<file path="src/rtl/vga_timing_pkg.sv">
// Shared VGA timing defaults, derived totals and the phase encoding
// used by both the horizontal and vertical sequencers.
`timescale 1ns/1ps
package vga_timing_pkg;

   localparam int H_ACTIVE_D = 640;
   localparam int H_FP_D     = 16;
   localparam int H_SYNC_D   = 96;
   localparam int H_BP_D     = 48;
   localparam int V_ACTIVE_D = 480;
   localparam int V_FP_D     = 10;
   localparam int V_SYNC_D   = 2;
   localparam int V_BP_D     = 33;

   localparam int H_TOTAL_D =
      H_ACTIVE_D + H_FP_D + H_SYNC_D + H_BP_D;
   localparam int V_TOTAL_D =
      V_ACTIVE_D + V_FP_D + V_SYNC_D + V_BP_D;

   typedef enum logic [1:0] {
      PH_ACT,
      PH_FRONT,
      PH_SYN,
      PH_BACK
   } phase_t;

   function automatic logic [15:0] last_of(input int len);
      return 16'(len - 1);
   endfunction

endpackage

</file>
<file path="src/rtl/vga_phase_counter.sv">
// Four-phase sequencer (active/front/sync/back) with an in-phase counter
// and an absolute position; exposes next-state phase and a wrap pulse.
`timescale 1ns/1ps
module vga_phase_counter
   import vga_timing_pkg::*;
#(
   parameter int ACT = H_ACTIVE_D,
   parameter int FP  = H_FP_D,
   parameter int SYN = H_SYNC_D,
   parameter int BP  = H_BP_D
) (
   input  logic        clk_25MHz,
   input  logic        rst_n,
   input  logic        adv,
   output logic [15:0] pos,
   output phase_t      phase_nxt,
   output logic        wrap
);

   localparam logic [15:0] TOTAL_M1 = last_of(ACT + FP + SYN + BP);

   phase_t      phase;
   logic [15:0] cnt;
   logic [15:0] cnt_nxt;
   logic [15:0] pos_nxt;
   logic [15:0] last;

   always_comb begin
      last = last_of(ACT);
      unique case (phase)
         PH_ACT:   last = last_of(ACT);
         PH_FRONT: last = last_of(FP);
         PH_SYN:   last = last_of(SYN);
         PH_BACK:  last = last_of(BP);
      endcase
   end

   always_comb begin
      phase_nxt = phase;
      cnt_nxt   = cnt;
      pos_nxt   = pos;
      wrap      = 1'b0;
      if (adv) begin
         pos_nxt = (pos == TOTAL_M1) ? 16'd0 : pos + 16'd1;
         if (cnt == last) begin
            cnt_nxt = 16'd0;
            unique case (phase)
               PH_ACT:   phase_nxt = PH_FRONT;
               PH_FRONT: phase_nxt = PH_SYN;
               PH_SYN:   phase_nxt = PH_BACK;
               PH_BACK: begin
                  phase_nxt = PH_ACT;
                  wrap      = 1'b1;
               end
            endcase
         end else begin
            cnt_nxt = cnt + 16'd1;
         end
      end
   end

   always_ff @(posedge clk_25MHz or negedge rst_n) begin
      if (!rst_n) begin
         phase <= PH_ACT;
         cnt   <= 16'd0;
         pos   <= 16'd0;
      end else begin
         phase <= phase_nxt;
         cnt   <= cnt_nxt;
         pos   <= pos_nxt;
      end
   end

endmodule

</file>
<file path="src/rtl/vga_timing_controller.sv">
// VGA raster timing: horizontal sequencer drives the vertical one on wrap;
// sync/blank/pulse outputs are registered from next-state phases.
`timescale 1ns/1ps
module vga_timing_controller
   import vga_timing_pkg::*;
#(
   parameter int H_ACTIVE = H_ACTIVE_D,
   parameter int H_FP     = H_FP_D,
   parameter int H_SYNC   = H_SYNC_D,
   parameter int H_BP     = H_BP_D,
   parameter int V_ACTIVE = V_ACTIVE_D,
   parameter int V_FP     = V_FP_D,
   parameter int V_SYNC   = V_SYNC_D,
   parameter int V_BP     = V_BP_D,
   parameter bit SYNC_POL = 1'b0
) (
   input  logic        clk_25MHz,
   input  logic        rst_n,
   input  logic        run,
   output logic [15:0] h_count,
   output logic [15:0] v_count,
   output logic        hsync,
   output logic        vsync,
   output logic        video_on,
   output logic        line_start,
   output logic        frame_start
);

   phase_t h_ph_nxt;
   phase_t v_ph_nxt;
   logic   h_wrap;
   logic   v_wrap;

   vga_phase_counter #(
      .ACT(H_ACTIVE), .FP(H_FP), .SYN(H_SYNC), .BP(H_BP)
   ) u_h (
      .clk_25MHz(clk_25MHz),
      .rst_n    (rst_n),
      .adv      (run),
      .pos      (h_count),
      .phase_nxt(h_ph_nxt),
      .wrap     (h_wrap)
   );

   // vertical steps only on the horizontal wrap, so 799/524 -> 0/0 is one edge
   vga_phase_counter #(
      .ACT(V_ACTIVE), .FP(V_FP), .SYN(V_SYNC), .BP(V_BP)
   ) u_v (
      .clk_25MHz(clk_25MHz),
      .rst_n    (rst_n),
      .adv      (h_wrap),
      .pos      (v_count),
      .phase_nxt(v_ph_nxt),
      .wrap     (v_wrap)
   );

   always_ff @(posedge clk_25MHz or negedge rst_n) begin
      if (!rst_n) begin
         hsync       <= ~SYNC_POL;
         vsync       <= ~SYNC_POL;
         video_on    <= 1'b1;
         line_start  <= 1'b0;
         frame_start <= 1'b0;
      end else begin
         hsync       <= (h_ph_nxt == PH_SYN) ? SYNC_POL : ~SYNC_POL;
         vsync       <= (v_ph_nxt == PH_SYN) ? SYNC_POL : ~SYNC_POL;
         video_on    <= (h_ph_nxt == PH_ACT) && (v_ph_nxt == PH_ACT);
         line_start  <= h_wrap;
         frame_start <= v_wrap;
      end
   end

endmodule

</file>
<file path="config.mk">
export PLATFORM = sky130hd
export DESIGN_NAME = vga_timing_controller
export DESIGN_NICKNAME = d
export VERILOG_FILES = /design/src/rtl/vga_timing_pkg.sv /design/src/rtl/vga_phase_counter.sv /design/src/rtl/vga_timing_controller.sv
export SDC_FILE = /design/constraint.sdc
export NUM_CORES = 1
export LEC_CHECK = 0
export ABC_AREA = 1
export BUFFER_PORTS_ARGS = -buffer_cell sky130_fd_sc_hd__buf_2
export CORE_UTILIZATION = 54
export DETAILED_ROUTE_END_ITERATION = 7
export GPL_TIMING_DRIVEN = 0
export HOLD_SLACK_MARGIN = 0.05
export PLACE_DENSITY = 0.84
export SYNTH_ARGS = -nofsm -noshare
export SYNTH_HDL_FRONTEND = slang
export SYNTH_SLANG_ARGS = --single-unit
</file>
<file path="constraint.sdc">
create_clock -name clk_25MHz -period 1.76 [get_ports clk_25MHz]
set_clock_uncertainty 0.2 [all_clocks]
set_input_delay 0.088 -clock clk_25MHz [delete_from_list [all_inputs] [get_ports clk_25MHz]]
set_output_delay 0.088 -clock clk_25MHz [all_outputs]
set_load 0.05 [all_outputs]
</file>
==> out/metrics.yaml, run 1 <==
finish:
  final_area_sq_um: 5818
  final_nets: 713
  n_antenna_cell: 0
  area_growth_syn_to_layout_pct: 30.29
  mostFrequentLayoutCells: "nand2_1, inv_1, nor2_1, dfrtp_1, buf_2"
  fillers: 567
  drive_gt1_share_pct: 33.29
  mostFrequentLayoutCell: "nand2_1"
global_routing:
  overflow: 0
  grt_antenna_before_repair: 0
  grt_pass1_wl_um: 18140
  grt_usage_pct: 26.41
  grt_pass1_vias: 4092
  grt_max_degree: 74
placement:
  port_buffers: 39
  pre_cts_ws_ps: -554.6
  routabilityCongestion: 0.9012
  placed_cell_area_sq_um: 4843
  dp_hpwl_um: 7193
clock_tree:
  h-tree-depth: 3
  clkSinkCount: 73
  cts_max_path_buffers: 2
  cts_tree: "done"
  clk_latency_ps: 370
  cts_root_buf: "clkbuf_8"
  cts_buffers: 9
  clkSlewWorstSetupHoldPaths_ps: 90
sta:
  max_slew_margin_pct: 38.01
  fin_crit_ps: 2182
  final.period_utilization_pct: 124.0
  fin_ws_ps: -422.4
  worstMarginPinSlew_ps: 929.8
  fmax_mhz: 458.2
  setup_viol: 53
  hold_viol_final: 0
  fin_hold_ws_ps: 35.32
  rsz0062_at_grt: "yes"
  maxSlewViolCount: 0
floorplanning:
  coreArea_sq_um: 7848
  die_h_um: 92.94
  row_count: 32
  dieArea_sq_um: 8637
  dieWidth_um: 92.94
  pin_count: 40
  start_util_pct: 56.90
detailed_routing:
  drt_pass1_iterations: 5
  wl_per_cell_um: 15.82
  wl_um: 12740
  dr_total_vias: 4480
  drt_iter0_markers: 250
  viasPerCell: 5.565
  drcViolationCount: 0
  ant_nets: 0
critical_path:
  crit_type: "register to register"
  crit_path_start_kind: "register"
  path_delay_family: "simple AND/OR/NAND/NOR gates"
  r2r_cells: 13
  r2r_setup_slack_ps: -420
  cp_cell_sequence: "inv_2, ha_4, inv_2, nand2_2, nand2_1, nand3_1, nor2_2, nand3_2, nor2_4, nand2_4, buf_4, nand2_1, o21ai_1"
  cp-end-kind: "register"
  cp_slowest_cell: "dfrtp_1"
  cp.arrival_ps: 2240
  required_ps: 1820
  reg2reg_from: "u_h.phase[1]"
  r2r_end: "u_v.pos[6]"
  worst-path-max-fanout: 7
  crit_buf_inv: 3
  cpPeakStageDelay_ps: 410
flow_run:
  drv_cap: 0
synth:
  ys.flop_type: "dfrtp_1"
  synth_edf_count: 0
  yosys-top-cells-area: "dfrtp_1, nand2_1, inv_1"
  ys_warn_count: 0
  ys_seq_elements: 73
  synthCells: 609
  yosysTopAreaCell: "dfrtp_1"
  synth_cell_types: 33
  netlist_area_sq_um: 4466
  yosysSeqAreaShare_pct: 40.99
  avgSynthCellArea_sq_um: 7.333
  async_flop_share_pct: 100.0
  syn-num-nets: 624
  synth_top_area_share_pct: 39.23
power_and_ir_drop:
  pwr-share-seq_pct: 43.6
  pwr-share-clk_pct: 25.0
  max-vdd-ir-drop_mv: 1.286
  powerDensity_nw_per_um2: 846.5
  internal_power_mw: 2.933
  combPwrFrac_pct: 31.4
  power.switching_mw: 1.992
  power_mw: 4.925
  p_leak_nw: 2.928
  power_switching_share_pct: 40.44
status:
  violations: "negative setup slack"
  outcome: "finished, violations left"
hold_path:
  hold_end: "u_h.cnt[8]"
  holdCritPathClass: "input pin to register"
  whs_path_depth: 4
  hold_start: "run"
-- through the flow --
stage	std cells	setup TNS (ps)	utilization, %
global route	805	-20110	74.14
finish	805	-15800	74.14
CTS	794	-9845	69.16
detailed placement	750	-13940	61.72
global placement	750	-12470	61.69
floorplan	609	-3280	-
-- synthesized netlist by cell type, types with 6 or more instances --
library cell,number
nand2_1,157
buf_2,6
a21oi_1,14
inv_1,82
o21ai_1,10
nor3_1,28
nor4_1,7
dfrtp_1,70
nor2_1,75
nand4_1,19
nand3_1,37
o21ai_0,19
ha_1,12
xnor2_1,13
xor2_1,27
-- power by group through the flow --
| stage | clock network (mW) | registers [mW] | logic (mW) |
|---|---|---|---|
| floorplan | 0 | 2.42 | 0.607 |
| global placement | 0 | 2.13 | 1.14 |
| detailed placement | 0 | 2.15 | 1.19 |
| CTS | 1.22 | 2.11 | 1.30 |
| global route | 1.30 | 2.17 | 1.69 |
| finish | 1.23 | 2.15 | 1.55 |
-- cell type report --
type                    count  area, sq um  area share [%]
plain buffers              12        91.34           1.570
clock buffers              12        145.1           2.495
clock inverters             4        28.78          0.4946
inverters                  86        330.3           5.677
multi-input cells         436         2668           45.85
flip-flops and latches     73         1842           31.66
well taps                 102        127.6           2.194
repair buffers             80        585.6           10.06
-- kinds of logic (layout without fill, tap and decap cells) --
| kind of cell | Yosys count | count (layout) | share of synthesized area, % |
|---|---|---|---|
| and+or+nand+nor | 336 | 336 | 32.87 |
| buffers and inverters | 100 | 194 | 9.190 |
| DFF | 73 | 73 | 40.99 |
| AOI/OAI and AO/OA | 48 | 48 | 5.744 |
| xor gates and xnor gates | 40 | 40 | 7.845 |
| adders and majority gates | 12 | 12 | 3.362 |
-- worst max-delay path by stage --
stage / slack (ps) / startpoint / depth (start not counted) / end
2_1_floorplan: -160 / u_h.phase[1] / 14 / u_v.pos[4]
3_3_place_gp: -490 / u_h.phase[1] / 12 / u_v.cnt[4]
3_5_place_dp: -550 / u_h.phase[1] / 12 / u_v.cnt[7]
4_1_cts: -290 / u_h.phase[1] / 14 / u_v.cnt[11]
5_1_grt: -500 / u_h.phase[1] / 13 / u_v.pos[6]
6_report: -420 / u_h.phase[1] / 13 / u_v.pos[6]
-- repair_timing --
item,in CTS,in global routing
buffers inserted,26,13
hold buffers,1,1
endpoints found under the setup margin,55,59
gates resized for setup,62,96
cloned,1,1
hold endpoints to repair,78,2
pin swaps,23,35
-- sequential cells by signal, indices dropped and copies added, names as in the netlist --
register / flops
frame_start: 1
hsync: 1
line_start: 1
u_h.cnt: 16
u_h.phase: 2
u_h.pos: 16
u_v.cnt: 16
u_v.phase: 2
u_v.pos: 16
video_on: 1
vsync: 1
-- routing by layer --
layer,global-route usage [%],vias up,part of all wire (%)
met1,31.66,2132,40
met4,14.10,0,4.0
met2,45.04,184,51
met3,4.516,49,4.4
li1,-,2115,-
met5,0,-,0
-- worst reg2reg max path: stages (launching register included) --
cell	delay [ps]
dfrtp_1	410
inv_2	70
ha_4	180
inv_2	70
nand2_2	100
nand2_1	90
nand3_1	80
nor2_2	160
nand3_2	160
nor2_4	160
nand2_4	110
buf_4	180
nand2_1	50
o21ai_1	60
No activity file was read; power rests on OpenSTA's default activity.
==> run 2, diff against run 1 <==
--- a/config.mk
+++ b/config.mk
@@ -7,11 +7,13 @@
 export LEC_CHECK = 0
 export ABC_AREA = 1
 export BUFFER_PORTS_ARGS = -buffer_cell sky130_fd_sc_hd__buf_2
-export CORE_UTILIZATION = 54
+export CELL_PAD_IN_SITES_DETAIL_PLACEMENT = 1
+export CELL_PAD_IN_SITES_GLOBAL_PLACEMENT = 1
+export CORE_UTILIZATION = 40
 export DETAILED_ROUTE_END_ITERATION = 7
 export GPL_TIMING_DRIVEN = 0
 export HOLD_SLACK_MARGIN = 0.05
-export PLACE_DENSITY = 0.84
+export PLACE_DENSITY = 0.85
 export SYNTH_ARGS = -nofsm -noshare
 export SYNTH_HDL_FRONTEND = slang
 export SYNTH_SLANG_ARGS = --single-unit
==> run 2 against run 1 <==
  * First-iteration DRC count fell by 30%
  * Register-to-register slack got worse by 40 ps
  * Non-clock buffer count did not move
  * Fmax fell by 2.0%
  * Global-route usage fell by 0.31 points
  * Critical endpoint is now u_v.pos[0]
  * Via count rose by 0.89%
  * Final cell count rose by 4.8%
  * Routed wire length rose by 15%
  * Flip-flop and latch count did not move
  * The flow still finishes with violations (negative setup slack)
  * Power fell by 0.92%
  * Sequential power barely moved
==> out/metrics.yaml, run 2 (synthesized netlist as in run 1, its figures left out) <==
finish:
  drive_gt1_share_pct: 30.11
  area_growth_syn_to_layout_pct: 30.32
  mostFrequentLayoutCells: "nand2_1, inv_1, nor2_1, dfrtp_1, buf_2"
  final_nets: 714
  mostFrequentLayoutCell: "nand2_1"
  final_area_sq_um: 5819
  n_antenna_cell: 0
sta:
  final.period_utilization_pct: 126.5
  fin_hold_ws_ps: 58.78
  hold_viol_final: 0
  max_slew_margin_pct: 47.07
  setup_viol: 52
  fmax_mhz: 449.1
  rsz0062_at_grt: "yes"
  maxSlewViolCount: 0
  fin_ws_ps: -466.8
  fin_crit_ps: 2227
  worstMarginPinSlew_ps: 793.9
clock_tree:
  cts_max_path_buffers: 2
  cts_tree: "done"
  cts_root_buf: "clkbuf_8"
  clkSinkCount: 73
  clk_latency_ps: 380
  h-tree-depth: 3
  clkSlewWorstSetupHoldPaths_ps: 90
  cts_buffers: 9
placement:
  placed_cell_area_sq_um: 4911
  port_buffers: 39
  routabilityCongestion: 0.9013
  dp_hpwl_um: 9183
  pre_cts_ws_ps: -767.0
floorplanning:
  start_util_pct: 41.19
  coreArea_sq_um: 10840
  pin_count: 40
  dieWidth_um: 107.7
  row_count: 38
  dieArea_sq_um: 11590
  die_h_um: 107.7
global_routing:
  grt_pass1_vias: 4787
  grt_antenna_before_repair: 0
  grt_pass1_wl_um: 23360
  grt_usage_pct: 26.11
  busiest_layer: "met2"
  grt_max_degree: 43
  overflow: 0
  use_met1_pct: 31.22
  grtUsageMet3_pct: 3.753
  use_met2_pct: 46.70
critical_path:
  endpoint: "u_v.pos[0]"
  crit_type: "register to register"
  required_ps: 1820
  r2r_cells: 14
  r2r_end: "u_v.pos[0]"
  cp-end-kind: "register"
  cpPeakStageDelay_ps: 420
  cp_slowest_cell: "dfrtp_1"
  cp_cell_sequence: "inv_2, ha_4, inv_2, nand2_1, nand2_1, nor2_1, nand2_1, nor2_2, nand3_2, nor2_4, nand2_8, buf_6, nand2_1, o21ai_1"
  crit_start: "u_h.phase[1]"
  cp_common_cell: "nand2_1"
  cp.arrival_ps: 2290
  crit_path_start_kind: "register"
  r2r_setup_slack_ps: -470
  reg2reg_from: "u_h.phase[1]"
  worst-path-max-fanout: 8
status:
  outcome: "finished, violations left"
  violations: "negative setup slack"
power_and_ir_drop:
  p_leak_nw: 2.856
  max-vdd-ir-drop_mv: 1.022
  powerDensity_nw_per_um2: 838.5
detailed_routing:
  drt_iter0_markers: 174
  drcViolationCount: 0
  ant_nets: 0
  dr_total_vias: 4520
  viasPerCell: 5.355
  wl_um: 14650
  drt_pass1_iterations: 4
  wl_per_cell_um: 17.36
flow_run:
  drv_cap: 0
hold_path:
  holdCritPathClass: "input pin to register"
## run 2: changes by cell type in the layout (fill, tap and decap cells not counted), moves of 4 or more
cell     delta
inv_1       +5
buf_4       +5
o21ai_0     +4
a21oi_1     +6
buf_6      -13
inv_2       -4
nand2_4     -5
a21oi_2     -6
nand2_1     +6
## run 2: final cells by class
class | instances | area (sq um)
multi-input combinational | 436 | 2600
clock inverter | 3 | 20.02
tap | 140 | 175.2
sequential | 73 | 1842
clock buffer | 13 | 148.9
fill | 1367 | 5021
buffer | 14 | 117.6
timing repair inverter | 1 | 6.256
timing repair buffer | 78 | 581.8
inverter | 86 | 327.8
## run 2: repair_timing
action / 4_1_cts / 5_1_grt
hold endpoints to repair: 74 / 0
resized for setup: 60 / 59
endpoints found under the setup margin: 57 / 62
pin swaps: 13 / 19
hold buffers: 3 / 0
setup buffers: 21 / 11
gates cloned: 4 / 0
## run 2: metrics by stage
stage	TNS (ps)	power (mW)	std cells	utilization, %
detailed placement	-18770	3.374	789	45.30
floorplan	-3280	3.026	609	-
finish	-17830	4.880	844	53.68
global placement	-21190	3.304	788	45.09
CTS	-12400	4.680	833	50.77
global route	-24300	5.161	844	53.68
## run 2: worst max-delay path, delay by kind of cell, from the launching register on
| kind | cells | cell delay (ps) |
|---|---|---|
| flops | 1 | 420 |
| simple gates | 9 | 950 |
| compound gates | 1 | 70 |
| buf+inv | 3 | 310 |
| fa+ha+maj | 1 | 160 |
## run 2: where the power goes
group	leakage (nW)	switching, mW	total [mW]	internal, mW
sequential	0.854	0.268	2.16	1.89
combinational	1.92	1.04	1.49	0.455
clock	0.0796	0.676	1.23	0.550
total	2.86	1.98	4.88	2.90
## run 2: how the worst min path moves through the flow
stage | start | endpoint | cells past startpoint
final | run | u_v.cnt[9] | 4
after CTS | run | u_h.pos[1] | 4
after detailed placement | rst_n | u_v.pos[12] | 1
after floorplan | rst_n | frame_start | 0
after global placement | u_h.cnt[13] | u_h.cnt[13] | 1
after global routing | run | u_v.cnt[9] | 4
## run 2: per-layer routing
metal / wire, um / share of wire (%)
met2: 7596 / 52
met5: 0 / 0
met1: 6091 / 42
met3: 466 / 3.2
met4: 496 / 3.4
==> run 3, diff against run 2 <==
--- a/config.mk
+++ b/config.mk
@@ -9,11 +9,11 @@
 export BUFFER_PORTS_ARGS = -buffer_cell sky130_fd_sc_hd__buf_2
 export CELL_PAD_IN_SITES_DETAIL_PLACEMENT = 1
 export CELL_PAD_IN_SITES_GLOBAL_PLACEMENT = 1
-export CORE_UTILIZATION = 40
+export CORE_UTILIZATION = 44
 export DETAILED_ROUTE_END_ITERATION = 7
 export GPL_TIMING_DRIVEN = 0
 export HOLD_SLACK_MARGIN = 0.05
-export PLACE_DENSITY = 0.85
+export PLACE_DENSITY = 0.88
 export SYNTH_ARGS = -nofsm -noshare
 export SYNTH_HDL_FRONTEND = slang
 export SYNTH_SLANG_ARGS = --single-unit
==> constraint.sdc (replaced) <==
create_clock -name clk_25MHz -period 2.3 [get_ports clk_25MHz]
set_clock_uncertainty 0.2 [all_clocks]
set_input_delay 0.115 -clock clk_25MHz [delete_from_list [all_inputs] [get_ports clk_25MHz]]
set_output_delay 0.115 -clock clk_25MHz [all_outputs]
set_load 0.05 [all_outputs]
==> run 3 against run 2 <==
  * The flow now finishes without violations
  * Sequential share of layout area grew 3.2 points
  * Hold slack worse by 14 ps
  * Register-to-register slack gained 530 ps
  * Utilization down 0.18 points
  * Non-clock buffer count shrank 23
  * Count of clock-buffer cells in the layout is the same
  * Critical endpoint is now u_v.cnt[9]
==> out/metrics.yaml, run 3 (synthesized netlist as in run 1, its figures left out) <==
status:
  outcome: "completed"
floorplanning:
  pin_count: 40
  die_h_um: 102.7
  dieWidth_um: 102.7
  row_count: 36
  dieArea_sq_um: 10560
  coreArea_sq_um: 9819
  start_util_pct: 45.48
critical_path:
  worst-path-max-fanout: 10
  reg2reg_from: "u_h.phase[0]"
  crit_start: "u_h.phase[0]"
  cp.arrival_ps: 2280
  crit_type: "register to register"
  crit_path_start_kind: "register"
  required_ps: 2340
  cp-end-kind: "register"
sta:
  tns_ps: 0
  fmax_mhz: 446.5
  hold_viol_final: 0
  maxSlewViolCount: 0
  setup_viol: 0
  final.period_utilization_pct: 97.37
  fin_crit_ps: 2239
  worstMarginPinSlew_ps: 723.0
  max_slew_margin_pct: 51.80
power_and_ir_drop:
  powerDensity_nw_per_um2: 676.5
  max-vdd-ir-drop_mv: 0.6606
  power_mw: 3.554
  p_leak_nw: 2.675
placement:
  dp_hpwl_um: 9071
  routabilityCongestion: 0.8681
  port_buffers: 39
clock_tree:
  cts_tree: "done"
  clkSlewWorstSetupHoldPaths_ps: 80
  cts_root_buf: "clkbuf_8"
  clkSinkCount: 73
  clk_latency_ps: 360
  h-tree-depth: 3
  cts_max_path_buffers: 2
  cts_buffers: 9
finish:
  mostFrequentLayoutCells: "nand2_1, inv_1, nor2_1, dfrtp_1, buf_2"
  mostFrequentLayoutCell: "nand2_1"
  fillers: 1293
  post-route-util_pct: 53.50
  area_growth_syn_to_layout_pct: 17.65
  final_nets: 691
  n_antenna_cell: 0
  drive_gt1_share_pct: 16.15
detailed_routing:
  wl_per_cell_um: 15.74
  m1WireLength_um: 5634
  drcViolationCount: 0
  drt_pass1_iterations: 5
  highest_layer: "met4"
  viasPerCell: 5.252
  wl_um: 12810
  drt_iter0_markers: 166
  dr_total_vias: 4275
  ant_nets: 0
  met2WireLength_um: 6709
  wl_met3_um: 312
global_routing:
  overflow: 0
  grt_pass1_wl_um: 20620
  grt_max_degree: 40
  grt_antenna_before_repair: 0
  grt_usage_pct: 25.30
  grt_pass1_vias: 4409
hold_path:
  holdCritPathClass: "input pin to asynchronous set/reset pin"
flow_run:
  drv_cap: 0
==> run 3: cell type report <==
class | count | area [sq um] | area share, %
Timing Repair inverter | 1 | 5.005 | 0.09526
Timing Repair Buffer | 55 | 335.3 | 6.382
Sequential cell | 73 | 1831 | 34.84
Multi-Input combinational cell | 436 | 2305 | 43.87
Inverter | 86 | 327.8 | 6.240
Buffer | 14 | 110.1 | 2.096
Tap cell | 133 | 166.4 | 3.167
Clock inverter | 3 | 15.01 | 0.2858
Clock buffer | 13 | 158.9 | 3.025
==> run 3: stage by stage <==
step / hold WS [ps] / area, sq um / std cells / setup slack (ps)
final: 45.12 / 5254 / 814 / 60.56
after CTS: 57.40 / 5070 / 802 / 1.924
after global routing: 103.6 / 5254 / 814 / -85.61
after floorplan: -380.6 / 4466 / 609 / 338.9
after global placement: 257.3 / 4827 / 781 / -105.0
after detailed placement: -89.75 / 4850 / 782 / -204.6
==> run 3: routing by layer <==
layer | vias to the layer above | GRT usage [%]
met4 | 0 | 9.859
met5 | - | 0
met2 | 71 | 45.18
met3 | 21 | 3.797
met1 | 2114 | 30.65
li1 | 2069 | -
==> run 3: final timing paths <==
path / end / slack [ps] / cells past startpoint
min in group clk_25MHz: u_h.cnt[13] / 280 / 1
max in group asynchronous: vsync / 1200 / 3
setup reg to reg: u_v.cnt[9] / 60 / 14
setup / recovery: u_v.cnt[9] / 60 / 14
hold reg to reg: u_h.cnt[13] / 280 / 1
hold / removal: u_v.pos[14] / 50 / 2
==> run 3: what timing repair did <==
action | in CTS | in global routing
buffers inserted | 2 | 11
gates resized for setup | 3 | 30
hold buffers | 2 | 0
endpoints found under the setup margin | 14 | 37
gates cloned | 0 | 1
pin swaps | 0 | 9
hold endpoints to repair | 74 | 0
==> run 3: critical path: stages (launching register included) <==
cell	delay [ps]
dfrtp_1	400
inv_2	90
ha_4	170
inv_1	70
nand2_1	60
nand2_1	90
nor2_1	160
nand2_1	90
nor2_1	120
nand3_2	140
nor2_4	150
nand2_4	90
buf_6	150
nand2_1	60
o21ai_1	70
==> run 3: power breakdown <==
| group | internal, mW | switching (mW) | leakage, nW | total (mW) |
|---|---|---|---|---|
| clock | 0.447 | 0.499 | 0.0932 | 0.946 |
| sequential | 1.44 | 0.180 | 0.864 | 1.62 |
| combinational | 0.281 | 0.711 | 1.72 | 0.992 |
| total | 2.16 | 1.39 | 2.68 | 3.55 |
